==> src/rtl/he_video_in.sv <==
// he_video_in: front end of the histogram-equalisation core.
// Converts a DE-framed RGB888 stream to 8-bit luma and frames it as a
// pixel stream. src_last is issued only after exactly WIDTH*HEIGHT pixels
// have been accepted. Short frames, short lines and overruns pulse frame_err.
module he_video_in #(
  parameter int WIDTH  = 1920,
  parameter int HEIGHT = 1080
) (
  input  logic        clk,
  input  logic        rst_n,
  input  logic        vs_in,
  input  logic        de_in,
  input  logic [23:0] rgb_in,
  output logic        src_valid,
  output logic [7:0]  src_data,
  output logic        src_last,
  output logic        frame_err,
  output logic [15:0] frame_cnt,
  output logic        busy
);

  localparam int STAGES = 2;
  localparam int CW     = (WIDTH  > 1) ? $clog2(WIDTH)  : 1;
  localparam int RW     = (HEIGHT > 1) ? $clog2(HEIGHT) : 1;

  typedef enum logic [1:0] {
    IDLE   = 2'd0,
    ACTIVE = 2'd1,
    DONE   = 2'd2
  } state_t;

  // Weighted colour products held in the first pipeline stage.
  typedef struct packed {
    logic [15:0] pr;
    logic [15:0] pg;
    logic [15:0] pb;
  } prod_t;

  state_t          state, state_nxt;
  logic            vs_d, de_d;
  logic [CW-1:0]   col, col_nxt, col_eff;
  logic [RW-1:0]   row, row_nxt, row_eff;
  logic            vs_rise, accept, at_eol, at_eof, pix_last;
  logic            short_line, err_nxt;
  logic [STAGES-1:0] vld_pipe, last_pipe;
  prod_t           s1;

  // Frame control: edge detect, pixel acceptance, position tracking, errors.
  always_comb begin
    state_nxt  = state;
    col_nxt    = col;
    row_nxt    = row;
    vs_rise    = vs_in & ~vs_d;
    // A sync edge restarts the frame, so a coincident pixel is col0/row0.
    col_eff    = vs_rise ? '0 : col;
    row_eff    = vs_rise ? '0 : row;
    accept     = de_in & (vs_rise | (state == ACTIVE));
    at_eol     = (col_eff == CW'(WIDTH - 1));
    at_eof     = (row_eff == RW'(HEIGHT - 1));
    pix_last   = accept & at_eol & at_eof;
    // DE dropping mid-line means the line came up short.
    short_line = (state == ACTIVE) & de_d & ~de_in & (col != '0);
    // Several simultaneous causes fold into one pulse.
    err_nxt    = (vs_rise & (state == ACTIVE)) | short_line |
                 ((state == DONE) & de_in & ~vs_rise);

    if (vs_rise) begin
      state_nxt = ACTIVE;
      col_nxt   = '0;
      row_nxt   = '0;
    end else if (short_line) begin
      state_nxt = IDLE;
    end

    if (accept) begin
      if (pix_last) begin
        state_nxt = DONE;
        col_nxt   = '0;
        row_nxt   = '0;
      end else if (at_eol) begin
        col_nxt   = '0;
        row_nxt   = row_eff + 1'b1;
      end else begin
        col_nxt   = col_eff + 1'b1;
        row_nxt   = row_eff;
      end
    end
  end

  // Control state registers; reset discards any frame in progress.
  always_ff @(posedge clk or negedge rst_n) begin
    if (!rst_n) begin
      state     <= IDLE;
      vs_d      <= 1'b0;
      de_d      <= 1'b0;
      col       <= '0;
      row       <= '0;
      frame_err <= 1'b0;
    end else begin
      state     <= state_nxt;
      vs_d      <= vs_in;
      de_d      <= de_in;
      col       <= col_nxt;
      row       <= row_nxt;
      frame_err <= err_nxt;
    end
  end

  // Valid/last tags travel alongside the data as shift registers.
  always_ff @(posedge clk or negedge rst_n) begin
    if (!rst_n) begin
      vld_pipe  <= '0;
      last_pipe <= '0;
    end else begin
      vld_pipe  <= {vld_pipe[0], accept};
      last_pipe <= {vld_pipe[0] & last_pipe[0], pix_last};
    end
  end

  // S1: luma products of accepted pixels.
  always_ff @(posedge clk or negedge rst_n) begin
    if (!rst_n) begin
      s1 <= '0;
    end else if (accept) begin
      s1.pr <= 16'(rgb_in[23:16]) * 16'd77;
      s1.pg <= 16'(rgb_in[15:8])  * 16'd150;
      s1.pb <= 16'(rgb_in[7:0])   * 16'd29;
    end
  end

  // S2: sum and scale; weights total 256 so the sum never exceeds 16 bits.
  always_ff @(posedge clk or negedge rst_n) begin
    if (!rst_n) begin
      src_data  <= '0;
      frame_cnt <= '0;
    end else begin
      if (vld_pipe[0])
        src_data <= 8'((s1.pr + s1.pg + s1.pb) >> 8);
      if (vld_pipe[0] & last_pipe[0])
        frame_cnt <= frame_cnt + 1'b1;
    end
  end

  assign src_valid = vld_pipe[1];
  assign src_last  = last_pipe[1];
  assign busy      = (state == ACTIVE);

endmodule

==> config.mk <==
export PLATFORM = sky130hd
export DESIGN_NAME = he_video_in
export DESIGN_NICKNAME = d
export VERILOG_FILES = /design/src/rtl/he_video_in.sv
export SDC_FILE = /design/constraint.sdc
export NUM_CORES = 1
export LEC_CHECK = 0
export ABC_AREA = 1
export CORE_MARGIN = 4
export CORE_UTILIZATION = 42
export CTS_CLUSTER_SIZE = 40
export DETAILED_ROUTE_END_ITERATION = 8
export GPL_TIMING_DRIVEN = 0
export PLACE_DENSITY_LB_ADDON = 0.25
export SKIP_LAST_GASP = 1
export SYNTH_ARGS = -nofsm -noshare
export SYNTH_HDL_FRONTEND = slang
export SYNTH_SLANG_ARGS = --single-unit
==> constraint.sdc <==
create_clock -name clk -period 3.7 [get_ports clk]
set_input_delay 0.555 -clock clk [delete_from_list [all_inputs] [get_ports clk]]
set_output_delay 0.555 -clock clk [all_outputs]
set_load 0.1 [all_outputs]
# Word level (Yosys, flattened, before mapping)
# Index checks and enable logic that the tools add are counted.
classes:
  n_mux: 12
  bitwise_logic: 17
  multipliers: 3
  eq_ne: 4
  reduce_logical: 1
  n_addsub: 5
op_table:
  columns: ["op", "n"]
  rows:
  - ["$mux W11", 8]
  - ["$mul A8 B7 Y15 const B", 2]
  - ["$add A11 B1 Y11 const B", 2]
  - ["$eq A11 B11 Y1 const B", 2]
  - ["$add A15 B16 Y16", 1]
  - ["$add A16 B1 Y16 const B", 1]
  - ["$add A16 B13 Y16", 1]
  - ["$mul A8 B5 Y13 const B", 1]
  - ["$and A1 B1 Y1", 11]
  - ["$reduce_bool A11 Y1", 1]
  - ["$mux W2", 4]
  - ["$not A1 Y1", 3]
  - ["$or A1 B1 Y1", 3]
  - ["$eq A2 B1 Y1 const B", 1]
  - ["$eq A2 B2 Y1 const B", 1]
word_totals:
  word_cells: 55
  output_inout_bits: 28
  reg_bits: 98
  inputBits: 28

# Logic depth before layout (Yosys ltp)
# Gate-level depths: netlist of run 1.
depth:
  depth_word: 8
  mapped_depth: 17
  depth_no_buf: 17

# Worst setup path after synthesis of run 1
# OpenSTA, ideal clock, no wires.
synth_timing:
  path_kind: "input-to-reg"
  from: "input port rgb_in[20]"
  to: "register s1[44] in the netlist's numbering"
  path_buffers: 0
  path_stages: 14
  arrival_ps: 3157
  setup_ps: 126
  path_slack_ps: 417
  required_ps: 3574
  cell_sequence: "ha_1 -> ha_1 -> inv_1 -> fa_1 -> inv_1 -> fa_1 -> ha_1 -> nand2_1 -> o21ai_0 -> nand2_1 -> nand3_1 -> nand2_1 -> nand2_1 -> o21ai_0"
synth_between:
  elab_chain_cells: 1
synth_rtl:
  columns: ["element", "line_no", "rtl"]
  rows:
  - ["start, declared", "13", "input logic [23:0] rgb_in,"]
  - ["$mul A8 B7 Y15", "125", "s1.pr <= 16'(rgb_in[23:16]) * 16'd77;"]
  - ["end, declared", "46", "prod_t s1;"]
# No other way between the ends.
# A chain may end at the register's enable or synchronous reset.

# Final worst setup path of run 1
layout_timing:
  from: "input port rgb_in[3]"
  to: "register s1[10] in the netlist's numbering"
layout_between:
  elab_chain_cells: 1
layout_rtl:
  columns: ["element", "line_no", "rtl"]
  rows:
  - ["$mul A8 B5 Y13", "127", "s1.pb <= 16'(rgb_in[7:0]) * 16'd29;"]
# No other way between the ends.

==> results.py, run 1 <==
metrics = {
    "outcome": {
        "outcome": "finished clean",
    },
    "worst_setup_path": {
        "path_class": "in -> reg",
        "crit_arrival_ns": 3.75,
        "r2r_cells": 9,
        "worstReg2RegStart": "s1[9]$_DFFE_PN0P_",
        "crit_chain": "clkdlybuf4s50_1 -> inv_1 -> fa_1 -> inv_1 -> ha_1 -> inv_1 -> fa_1 -> inv_1 -> ha_1 -> a21o_1 -> a21oi_1 -> nand2_1 -> or2_2 -> nand3_1 -> nand2_1",
        "reg2reg_slack_ns": 1.38,
        "crit_top_cell": "inv_1",
        "critPathMaxStageDelay_ns": 0.54,
        "crit_slowest_cell": "fa_1",
        "cp-end-kind": "flip-flop",
        "start_kind": "input port",
        "worstPathMaxFanout": 5,
        "required_ns": 3.95,
        "r2r-end": "src_data[7]$_DFFE_PN0P_",
    },
    "logic_synthesis": {
        "ys_ff_latch": 98,
        "yosysSeqAreaShare": 0.2927,
        "synthTopCellsByCount": "nand2_1, inv_1, ha_1, dfrtp_1, nor2_1",
        "synth_cells": 1046,
        "postSynthAreaPerCell_sq_um": 8.011,
        "yosysMostFrequentCell": "nand2_1",
        "synth.distinct_cells": 40,
        "synth-edff-count": 0,
        "syn_area_sq_um": 8379,
        "synth_top_area_frac": 0.2927,
        "yosys_warnings": 0,
        "synthFlopType": "dfrtp_1",
        "synth.largest_area_cell": "dfrtp_1",
        "async_flop_share": 1.000,
        "ys_top_cells_by_area": "dfrtp_1, ha_1, nand2_1, fa_1, inv_1",
        "synth_nets": 1228,
    },
    "global_routing": {
        "gr-usage-met2": 0.2804,
        "use_met3": 0.01945,
        "grt_pass1_vias": 6495,
        "grt_max_degree": 52,
        "grt-ovfl-total": 0,
        "track_usage": 0.1710,
        "grt.busiest_layer": "met2",
        "antenna_found_initial": 0,
        "grt_pass1_wl_microns": 31020,
        "grt.met1_usage": 0.2414,
    },
    "flow_run": {
        "cap_viol_max_count": 0,
    },
    "finish": {
        "final_util": 0.4932,
        "drive_gt1_frac": 0.06177,
        "fill_cells": 1950,
        "nets": 1295,
        "areaGrowthSynthToFinish_pct": 14.93,
        "seq_area_sq_um": 2452,
        "antenna_cells": 0,
        "multi_input_area_sq_um": 5226,
    },
    "sta": {
        "fin_crit_ns": 3.507,
        "slew_headroom": 0.3426,
        "grt_setup_unrepaired": "true",
        "setup_tns_ns": 0,
        "finalMaxSlewViolations": 0,
        "clock.fmax_mhz": 285.1,
        "finalCritPeriodShare": 0.9480,
        "finalSetupViolCount": 0,
        "clock_skew_ns": 0.006718,
        "finalHoldViolCount": 0,
        "worstMarginPinSlew_ns": 0.9831,
    },
    "floorplan": {
        "die_h_microns": 149.2,
        "fp.coreArea_sq_um": 19530,
        "io_pins": 56,
        "fp-row-count": 51,
        "chipWidth_microns": 149.2,
        "start_util": 0.4291,
        "die_area_sq_um": 22270,
    },
    "placed_design": {
        "hpwl_microns": 14530,
        "place_congestion": 0.8660,
        "io_buffers": 55,
    },
    "clock_network": {
        "h-tree-depth": 3,
        "cts-root-buf": "clkbuf_16",
        "clkSinkCount": 98,
        "cts-hold-fix-buffers": 0,
        "insertion_delay_ns": 0.35,
        "cts_made_buffers": 9,
        "clkSlewWorstSetupHoldPaths_ns": 0.07,
        "cts_tree": "built",
        "clock_path_buffers": 2,
    },
    "route": {
        "drc": 0,
        "drt-wirelength-per-cell_microns": 12.93,
        "vias": 6725,
        "wl_microns": 17870,
        "via_per_inst": 4.866,
        "dr.pass1.iters": 5,
        "drt_iter0_markers": 338,
        "final_antenna_net_count": 0,
    },
    "pwr": {
        "leakage_nw": 5.134,
        "ir_worst_vdd_mv": 0.3881,
        "power.density_nw_per_um2": 663.3,
    },
    "min_path": {
        "min_path_type": "in -> async",
    },
}
==> layout make-up <==
type | count | area share
plain buffers | 15 | 0.008835
clock buffers | 9 | 0.02339
clock inverters | 6 | 0.007016
inverters | 172 | 0.06730
multi-input cells | 761 | 0.5427
flip-flops and latches | 98 | 0.2546
well taps | 265 | 0.03443
repair buffers | 56 | 0.06171
==> logic make-up after synthesis <==
kind of cell | count (synthesis) | synth area share
compound gates | 109 | 0.07063
xor+xnor | 36 | 0.03763
fa+ha+maj | 154 | 0.2640
buf+inv | 187 | 0.08750
flops | 98 | 0.2927
simple gates | 462 | 0.2476
==> power by group <==
group / leakage, nW / internal (mW) / total [mW] / switching, mW
clock network: 0.138 / 0.522 / 0.934 / 0.411
logic: 3.74 / 1.40 / 3.90 / 2.50
registers: 1.26 / 1.34 / 1.55 / 0.216
==> cells in the final DEF, fill, tap and decap left out, drive strengths merged, types with 2 or more instances in the layout <==
cell type | netlist | final
a21oi | 37 | 37
clkinv | 1 | 3
nand4 | 13 | 13
nor3 | 12 | 12
or2 | 4 | 4
dfrtp | 98 | 98
dlymetal6s2s | 0 | 8
xor2 | 18 | 18
inv | 171 | 172
buf | 8 | 10
o21bai | 3 | 3
nor4 | 4 | 4
xnor2 | 18 | 18
clkinvlp | 0 | 2
ha | 116 | 116
clkdlybuf4s50 | 0 | 45
clkbuf | 7 | 16
nand3 | 68 | 68
o21ai | 47 | 47
a31oi | 12 | 12
nand2 | 261 | 261
fa | 38 | 38
a21o | 7 | 7
nand3b | 5 | 5
nor2 | 95 | 95
==> routing by layer <==
metal	wire, microns	vias up
met2	8246	109
li1	-	3494
met4	218	0
met5	0	-
met1	8743	3107
met3	656	15
==> through the flow <==
stage	setup WS, ns	std cells	instance area, sq um	hold slack (ns)	power [mW]
finish	0.1926	1382	9630	0.2178	6.388
global route	-0.03708	1382	9630	0.2650	7.113
CTS	0.008321	1382	9578	0.2368	6.405
detailed placement	-0.4640	1367	9286	0.4066	5.425
global placement	-1.673	1366	9261	0.3883	5.369
floorplan	0.4170	1046	8379	0.2594	4.513
==> worst max path at each step <==
stage / startpoint / to / slack [ns] / depth (start not counted)
global route: rgb_in[23] / s1[44]$_DFFE_PN0P_ / -0.04 / 15
CTS: rgb_in[20] / s1[44]$_DFFE_PN0P_ / 0.008 / 15
floorplan: rgb_in[20] / s1[44]$_DFFE_PN0P_ / 0.42 / 14
global placement: rst_n / s1[46]$_DFFE_PN0P_ / -1.67 / 1
detailed placement: rgb_in[21] / s1[44]$_DFFE_PN0P_ / -0.46 / 15
finish: rgb_in[3] / s1[10]$_DFFE_PN0P_ / 0.19 / 15
==> repair_timing <==
item	CTS	global route
cloned	0	0
setup buffers	0	0
gates resized for setup	2	14
endpoints found under the setup margin	2	15
==> sequential cells by signal, summed over array words and instances, names as in the netlist <==
| register | count |
|---|---|
| s1 | 43 |
| frame_cnt | 16 |
| col | 11 |
| row | 11 |
| src_data | 8 |
| last_pipe | 2 |
| state | 2 |
| vld_pipe | 2 |
| de_d | 1 |
| frame_err | 1 |
| vs_d | 1 |
==> critical path: cells and delay by family <==
family,cells,cell delay [ns]
AOI/OAI and AO/OA,2,0.33
adders and majority gates,4,1.65
buffers and inverters,5,0.75
and+or+nand+nor,4,0.46
(Power assumes the default switching activity.)
==> run 2: changes to the inputs <==
--- a/config.mk
+++ b/config.mk
@@ -6,12 +6,12 @@
 export NUM_CORES = 1
 export LEC_CHECK = 0
 export ABC_AREA = 1
+export CAP_MARGIN = 20
 export CORE_MARGIN = 4
 export CORE_UTILIZATION = 42
 export CTS_CLUSTER_SIZE = 40
 export DETAILED_ROUTE_END_ITERATION = 8
 export GPL_TIMING_DRIVEN = 0
-export PLACE_DENSITY_LB_ADDON = 0.25
 export SKIP_LAST_GASP = 1
 export SYNTH_ARGS = -nofsm -noshare
 export SYNTH_HDL_FRONTEND = slang
==> results.py, run 2 (synthesis results as in run 1) <==
metrics = {
    "sta": {
        "finalCritPeriodShare": 0.9477,
        "finalMaxSlewViolations": 0,
        "slew_headroom": 0.3221,
        "finalHoldViolCount": 0,
        "clock.fmax_mhz": 285.2,
        "fin_crit_ns": 3.507,
        "worstMarginPinSlew_ns": 1.014,
        "setup_slack_ns": 0.1934,
        "finalSetupViolCount": 0,
        "grt_setup_unrepaired": "false",
        "clock_skew_ns": 0.009616,
    },
    "worst_setup_path": {
        "crit_top_cell": "nand2_1",
        "crit_chain": "clkdlybuf4s50_1 -> inv_1 -> fa_1 -> inv_1 -> ha_1 -> fa_1 -> ha_1 -> a21oi_2 -> nand2_1 -> nand3_1 -> nand2_1 -> or2_2 -> nand3_1 -> nand2_1",
        "critPathBufInv": 3,
        "crit_arrival_ns": 3.75,
        "critPathTopFamily": "adder cells",
        "start_kind": "input port",
        "cp.depth": 14,
        "worstPathMaxFanout": 5,
        "reg2reg_slack_ns": 1.42,
        "required_ns": 3.94,
        "worstReg2RegStart": "s1[9]$_DFFE_PN0P_",
        "cp-end-kind": "flip-flop",
        "path_class": "in -> reg",
        "r2r-end": "src_data[7]$_DFFE_PN0P_",
        "r2r_cells": 9,
        "crit_slowest_cell": "fa_1",
        "critPathMaxStageDelay_ns": 0.54,
    },
    "global_routing": {
        "grt_max_degree": 55,
        "track_usage": 0.1730,
        "grt_pass1_wl_microns": 31220,
        "grt_pass1_vias": 6357,
        "antenna_found_initial": 0,
        "grt-ovfl-total": 0,
    },
    "route": {
        "dr_wl_met3_microns": 534,
        "vias": 6648,
        "highest_layer": "met4",
        "met2_length_microns": 8213,
        "drt-wirelength-per-cell_microns": 13.16,
        "drc": 0,
        "met1_length_microns": 9266,
        "dr.pass1.iters": 5,
        "wl_microns": 18190,
        "final_antenna_net_count": 0,
        "via_per_inst": 4.810,
        "drt_iter0_markers": 336,
    },
    "pwr": {
        "power.density_nw_per_um2": 662.9,
        "leakage_nw": 5.143,
        "ir_worst_vdd_mv": 0.4071,
        "combPwrFrac": 0.609,
        "p_sw_frac": 0.4904,
        "power_frac_clock": 0.148,
        "switching_power_mw": 3.125,
        "p_seq_frac": 0.243,
        "internal_power_mw": 3.247,
    },
    "clock_network": {
        "cts-hold-fix-buffers": 0,
        "h-tree-depth": 3,
        "cts_made_buffers": 9,
        "clkSlewWorstSetupHoldPaths_ns": 0.07,
        "cts_tree": "built",
        "post-cts-setup-buffers": 0,
        "insertion_delay_ns": 0.35,
        "clkSinkCount": 98,
        "clock_path_buffers": 2,
        "cts-root-buf": "clkbuf_16",
    },
    "floorplan": {
        "die_h_microns": 149.2,
        "io_pins": 56,
        "die_area_sq_um": 22270,
        "fp.coreArea_sq_um": 19530,
        "chipWidth_microns": 149.2,
        "start_util": 0.4291,
        "fp-row-count": 51,
    },
    "flow_run": {
        "cap_viol_max_count": 0,
    },
    "placed_design": {
        "hpwl_microns": 14710,
        "place_ws_ns": -0.4658,
        "dpl.cell_count": 1367,
        "io_buffers": 55,
        "place_congestion": 0.8695,
    },
    "finish": {
        "antenna_cells": 0,
        "final_common_cell": "nand2_1",
        "instances_no_fill": 1382,
        "largest_reg_flops": 43,
        "fill_cells": 1942,
        "drive_gt1_frac": 0.06088,
        "areaGrowthSynthToFinish_pct": 14.71,
        "layout_common_cells": "nand2_1, inv_1, ha_1, dfrtp_1, nor2_1",
        "multi_input_area_sq_um": 5205,
        "seq_area_sq_um": 2452,
        "nets": 1295,
        "max_flop_register": "s1",
        "reg_top3": "s1: 43 flops, frame_cnt: 16 flops",
    },
    "outcome": {
        "outcome": "finished clean",
    },
    "min_path": {
        "min_path_type": "in -> async",
    },
}
-- run 2: worst max path at each step --
stage | from | endpoint | slack, ns
floorplan | rgb_in[20] | s1[44]$_DFFE_PN0P_ | 0.42
global placement | rst_n | s1[46]$_DFFE_PN0P_ | -1.72
detailed placement | rgb_in[21] | s1[44]$_DFFE_PN0P_ | -0.47
CTS | rgb_in[20] | s1[44]$_DFFE_PN0P_ | 0.01
global route | rgb_in[22] | s1[44]$_DFFE_PN0P_ | 0.003
finish | rgb_in[1] | s1[10]$_DFFE_PN0P_ | 0.19
-- run 2: area by class of cell --
cell class	count	area share
inverter	172	0.06743
sequential	98	0.2551
timing repair buffer	56	0.06209
multi-input combinational	761	0.5415
clock buffer	9	0.02343
tap	265	0.03450
clock inverter	6	0.007029
buffer	15	0.008852
-- run 2: repair_timing --
action                                  4_1_cts  5_1_grt
gates resized for setup                       2       14
endpoints found under the setup margin        2       14
hold endpoints to repair                      0        0
-- run 2: layer usage --
layer	global-route usage	vias to the layer above
li1	-	3475
met1	0.2501	3072
met2	0.2788	87
met3	0.02188	14
met4	0.03844	0
met5	0	-
-- run 2: metrics by stage --
stage	hold WS (ns)	setup TNS [ns]	instance area [sq um]	power, mW	util
floorplan	0.2594	0	8379	4.513	-
global placement	0.3884	-172.22	9261	5.383	0.4743
detailed placement	0.3871	-5.345	9286	5.421	0.4756
CTS	0.2271	0	9578	6.401	0.4905
global route	0.2684	0	9612	7.058	0.4922
finish	0.2113	0	9612	6.372	0.4922
-- run 2: power groups by stage --
stage / logic, mW / clock network [mW] / registers, mW
6_report: 3.88 / 0.940 / 1.55
3_5_place_dp: 3.85 / 0 / 1.57
2_1_floorplan: 2.67 / 0 / 1.84
4_1_cts: 3.88 / 0.964 / 1.55
3_3_place_gp: 3.82 / 0 / 1.57
5_1_grt: 4.47 / 1.00 / 1.58
==> run 3: changes to the inputs <==
--- a/config.mk
+++ b/config.mk
@@ -12,6 +12,7 @@
 export CTS_CLUSTER_SIZE = 40
 export DETAILED_ROUTE_END_ITERATION = 8
 export GPL_TIMING_DRIVEN = 0
+export RECOVER_POWER = 25
 export SKIP_LAST_GASP = 1
 export SYNTH_ARGS = -nofsm -noshare
 export SYNTH_HDL_FRONTEND = slang
==> results.py, run 3 (synthesis results as in run 1) <==
metrics = {
    "min_path": {
        "hold_end": "vld_pipe[1]$_DFF_PN0_",
        "min_path_type": "reg -> reg",
        "whs_path_depth": 0,
        "min_from": "vld_pipe[0]$_DFF_PN0_",
    },
    "worst_setup_path": {
        "worstPathMaxFanout": 5,
        "cp-end-kind": "flip-flop",
        "critPathTopFamily": "adder cells",
        "crit_slowest_cell": "fa_1",
        "crit_chain": "clkdlybuf4s50_1 -> inv_1 -> fa_1 -> inv_1 -> ha_1 -> fa_1 -> ha_1 -> a21oi_2 -> nand2_1 -> nand3_1 -> nand2_1 -> or2_2 -> nand3_1 -> nand2_1",
        "start_kind": "input port",
        "worstReg2RegStart": "s1[10]$_DFFE_PN0P_",
        "required_ns": 3.94,
        "r2r-end": "src_data[7]$_DFFE_PN0P_",
        "cp.depth": 14,
        "reg2reg_slack_ns": 1.41,
        "path_class": "in -> reg",
        "critPathBufInv": 3,
        "crit_arrival_ns": 3.75,
        "crit_top_cell": "nand2_1",
        "critPathMaxStageDelay_ns": 0.54,
        "r2r_cells": 8,
    },
    "pwr": {
        "leakage_nw": 5.125,
        "power.density_nw_per_um2": 663.5,
        "ir_worst_vdd_mv": 0.4060,
        "power_frac_clock": 0.148,
        "p_seq_frac": 0.244,
        "combPwrFrac": 0.609,
        "switching_power_mw": 3.122,
        "p_sw_frac": 0.4903,
        "internal_power_mw": 3.245,
    },
    "clock_network": {
        "cts-root-buf": "clkbuf_16",
        "clkSlewWorstSetupHoldPaths_ns": 0.07,
        "cts_made_buffers": 9,
        "clock_path_buffers": 2,
        "clkSinkCount": 98,
        "cts_tree": "built",
        "h-tree-depth": 3,
        "post-cts-setup-buffers": 0,
        "insertion_delay_ns": 0.35,
    },
    "route": {
        "via_per_inst": 4.819,
        "dr.pass1.iters": 5,
        "vias": 6660,
        "drt_iter0_markers": 321,
        "final_antenna_net_count": 0,
        "drc": 0,
        "wl_microns": 18230,
        "drt-wirelength-per-cell_microns": 13.19,
    },
    "global_routing": {
        "grt-ovfl-total": 0,
        "track_usage": 0.1730,
        "grt_pass1_vias": 6357,
        "grt_pass1_wl_microns": 31220,
        "grt_max_degree": 55,
        "antenna_found_initial": 0,
    },
    "finish": {
        "multi_input_area_sq_um": 5197,
        "final_util": 0.4915,
        "fill_cells": 1946,
        "max_flop_register": "s1",
        "antenna_cells": 0,
        "final_common_cell": "nand2_1",
        "areaGrowthSynthToFinish_pct": 14.53,
        "drive_gt1_frac": 0.05819,
        "largest_reg_flops": 43,
        "layout_common_cells": "nand2_1, inv_1, ha_1, dfrtp_1, nor2_1",
        "nets": 1295,
        "seq_area_sq_um": 2452,
        "reg_top3": "s1: 43 flops, frame_cnt: 16 flops",
    },
    "sta": {
        "clock_skew_ns": 0.009051,
        "finalHoldViolCount": 0,
        "holdWs_ns": 0.4001,
        "setup_tns_ns": 0,
        "finalCritPeriodShare": 0.9490,
        "finalSetupViolCount": 0,
        "grt_setup_unrepaired": "false",
        "finalMaxSlewViolations": 45,
        "slew_headroom": -0.6644,
        "clock.fmax_mhz": 284.8,
        "worstMarginPinSlew_ns": 2.497,
        "fin_crit_ns": 3.511,
    },
    "floorplan": {
        "chipWidth_microns": 149.2,
        "die_h_microns": 149.2,
        "die_area_sq_um": 22270,
        "io_pins": 56,
        "fp-row-count": 51,
        "start_util": 0.4291,
        "fp.coreArea_sq_um": 19530,
    },
    "outcome": {
        "violations": "capacitance limit, slew limit",
        "outcome": "finished, violations left",
    },
    "placed_design": {
        "hpwl_microns": 14710,
        "place_congestion": 0.8695,
        "io_buffers": 55,
    },
    "flow_run": {
        "cap_viol_max_count": 1,
    },
}
-- run 3: changes by cell type in the layout (fill, tap and decap cells not counted), sizes merged --
cell / before / now
buf: 10 / 8
clkbuf: 16 / 18
dlygate4sd3: 0 / 2
clkdlybuf4s50: 44 / 42
-- run 3: worst max path at each step --
| stage | start | to | slack [ns] |
|---|---|---|---|
| CTS | rgb_in[20] | s1[44]$_DFFE_PN0P_ | 0.01 |
| detailed placement | rgb_in[21] | s1[44]$_DFFE_PN0P_ | -0.47 |
| global route | rgb_in[22] | s1[44]$_DFFE_PN0P_ | 0.003 |
| floorplan | rgb_in[20] | s1[44]$_DFFE_PN0P_ | 0.42 |
| finish | rgb_in[1] | s1[10]$_DFFE_PN0P_ | 0.19 |
| global placement | rst_n | s1[46]$_DFFE_PN0P_ | -1.72 |
-- run 3: repair_timing --
item,CTS,global route
endpoints found under the setup margin,2,14
hold buffers,0,0
resized for setup,2,14
-- run 3: power groups by stage --
stage / sequential [mW] / clock (mW) / combinational [mW]
detailed placement: 1.57 / 0 / 3.85
global route: 1.58 / 1.00 / 4.47
CTS: 1.55 / 0.964 / 3.88
global placement: 1.57 / 0 / 3.82
floorplan: 1.84 / 0 / 2.67
finish: 1.55 / 0.940 / 3.88
-- run 3: final cells by class --
cell class	count	share of cell area
Inverter	172	0.06754
Clock buffer	9	0.02347
Clock inverter	6	0.007040
Timing Repair Buffer	56	0.06180
Sequential cell	98	0.2555
Multi-Input combinational cell	761	0.5416
Tap cell	265	0.03455
Buffer	15	0.008475
-- run 3: layer usage --
| layer | track usage | share of wire | vias up |
|---|---|---|---|
| met3 | 0.02188 | 0.031 | 10 |
| met4 | 0.03844 | 0.0095 | 0 |
| met1 | 0.2501 | 0.51 | 3071 |
| met2 | 0.2788 | 0.45 | 96 |
| met5 | 0 | 0 | - |
| li1 | - | - | 3483 |
-- run 3: stage by stage --
stage	power, mW	instance area (sq um)	setup slack [ns]	instances
after floorplan	4.513	8379	0.4170	1046
after global placement	5.383	9261	-1.717	1366
after detailed placement	5.421	9286	-0.4658	1367
after CTS	6.401	9578	0.01426	1382
after global routing	7.055	9597	0.002785	1382
final	6.367	9597	0.1888	1382
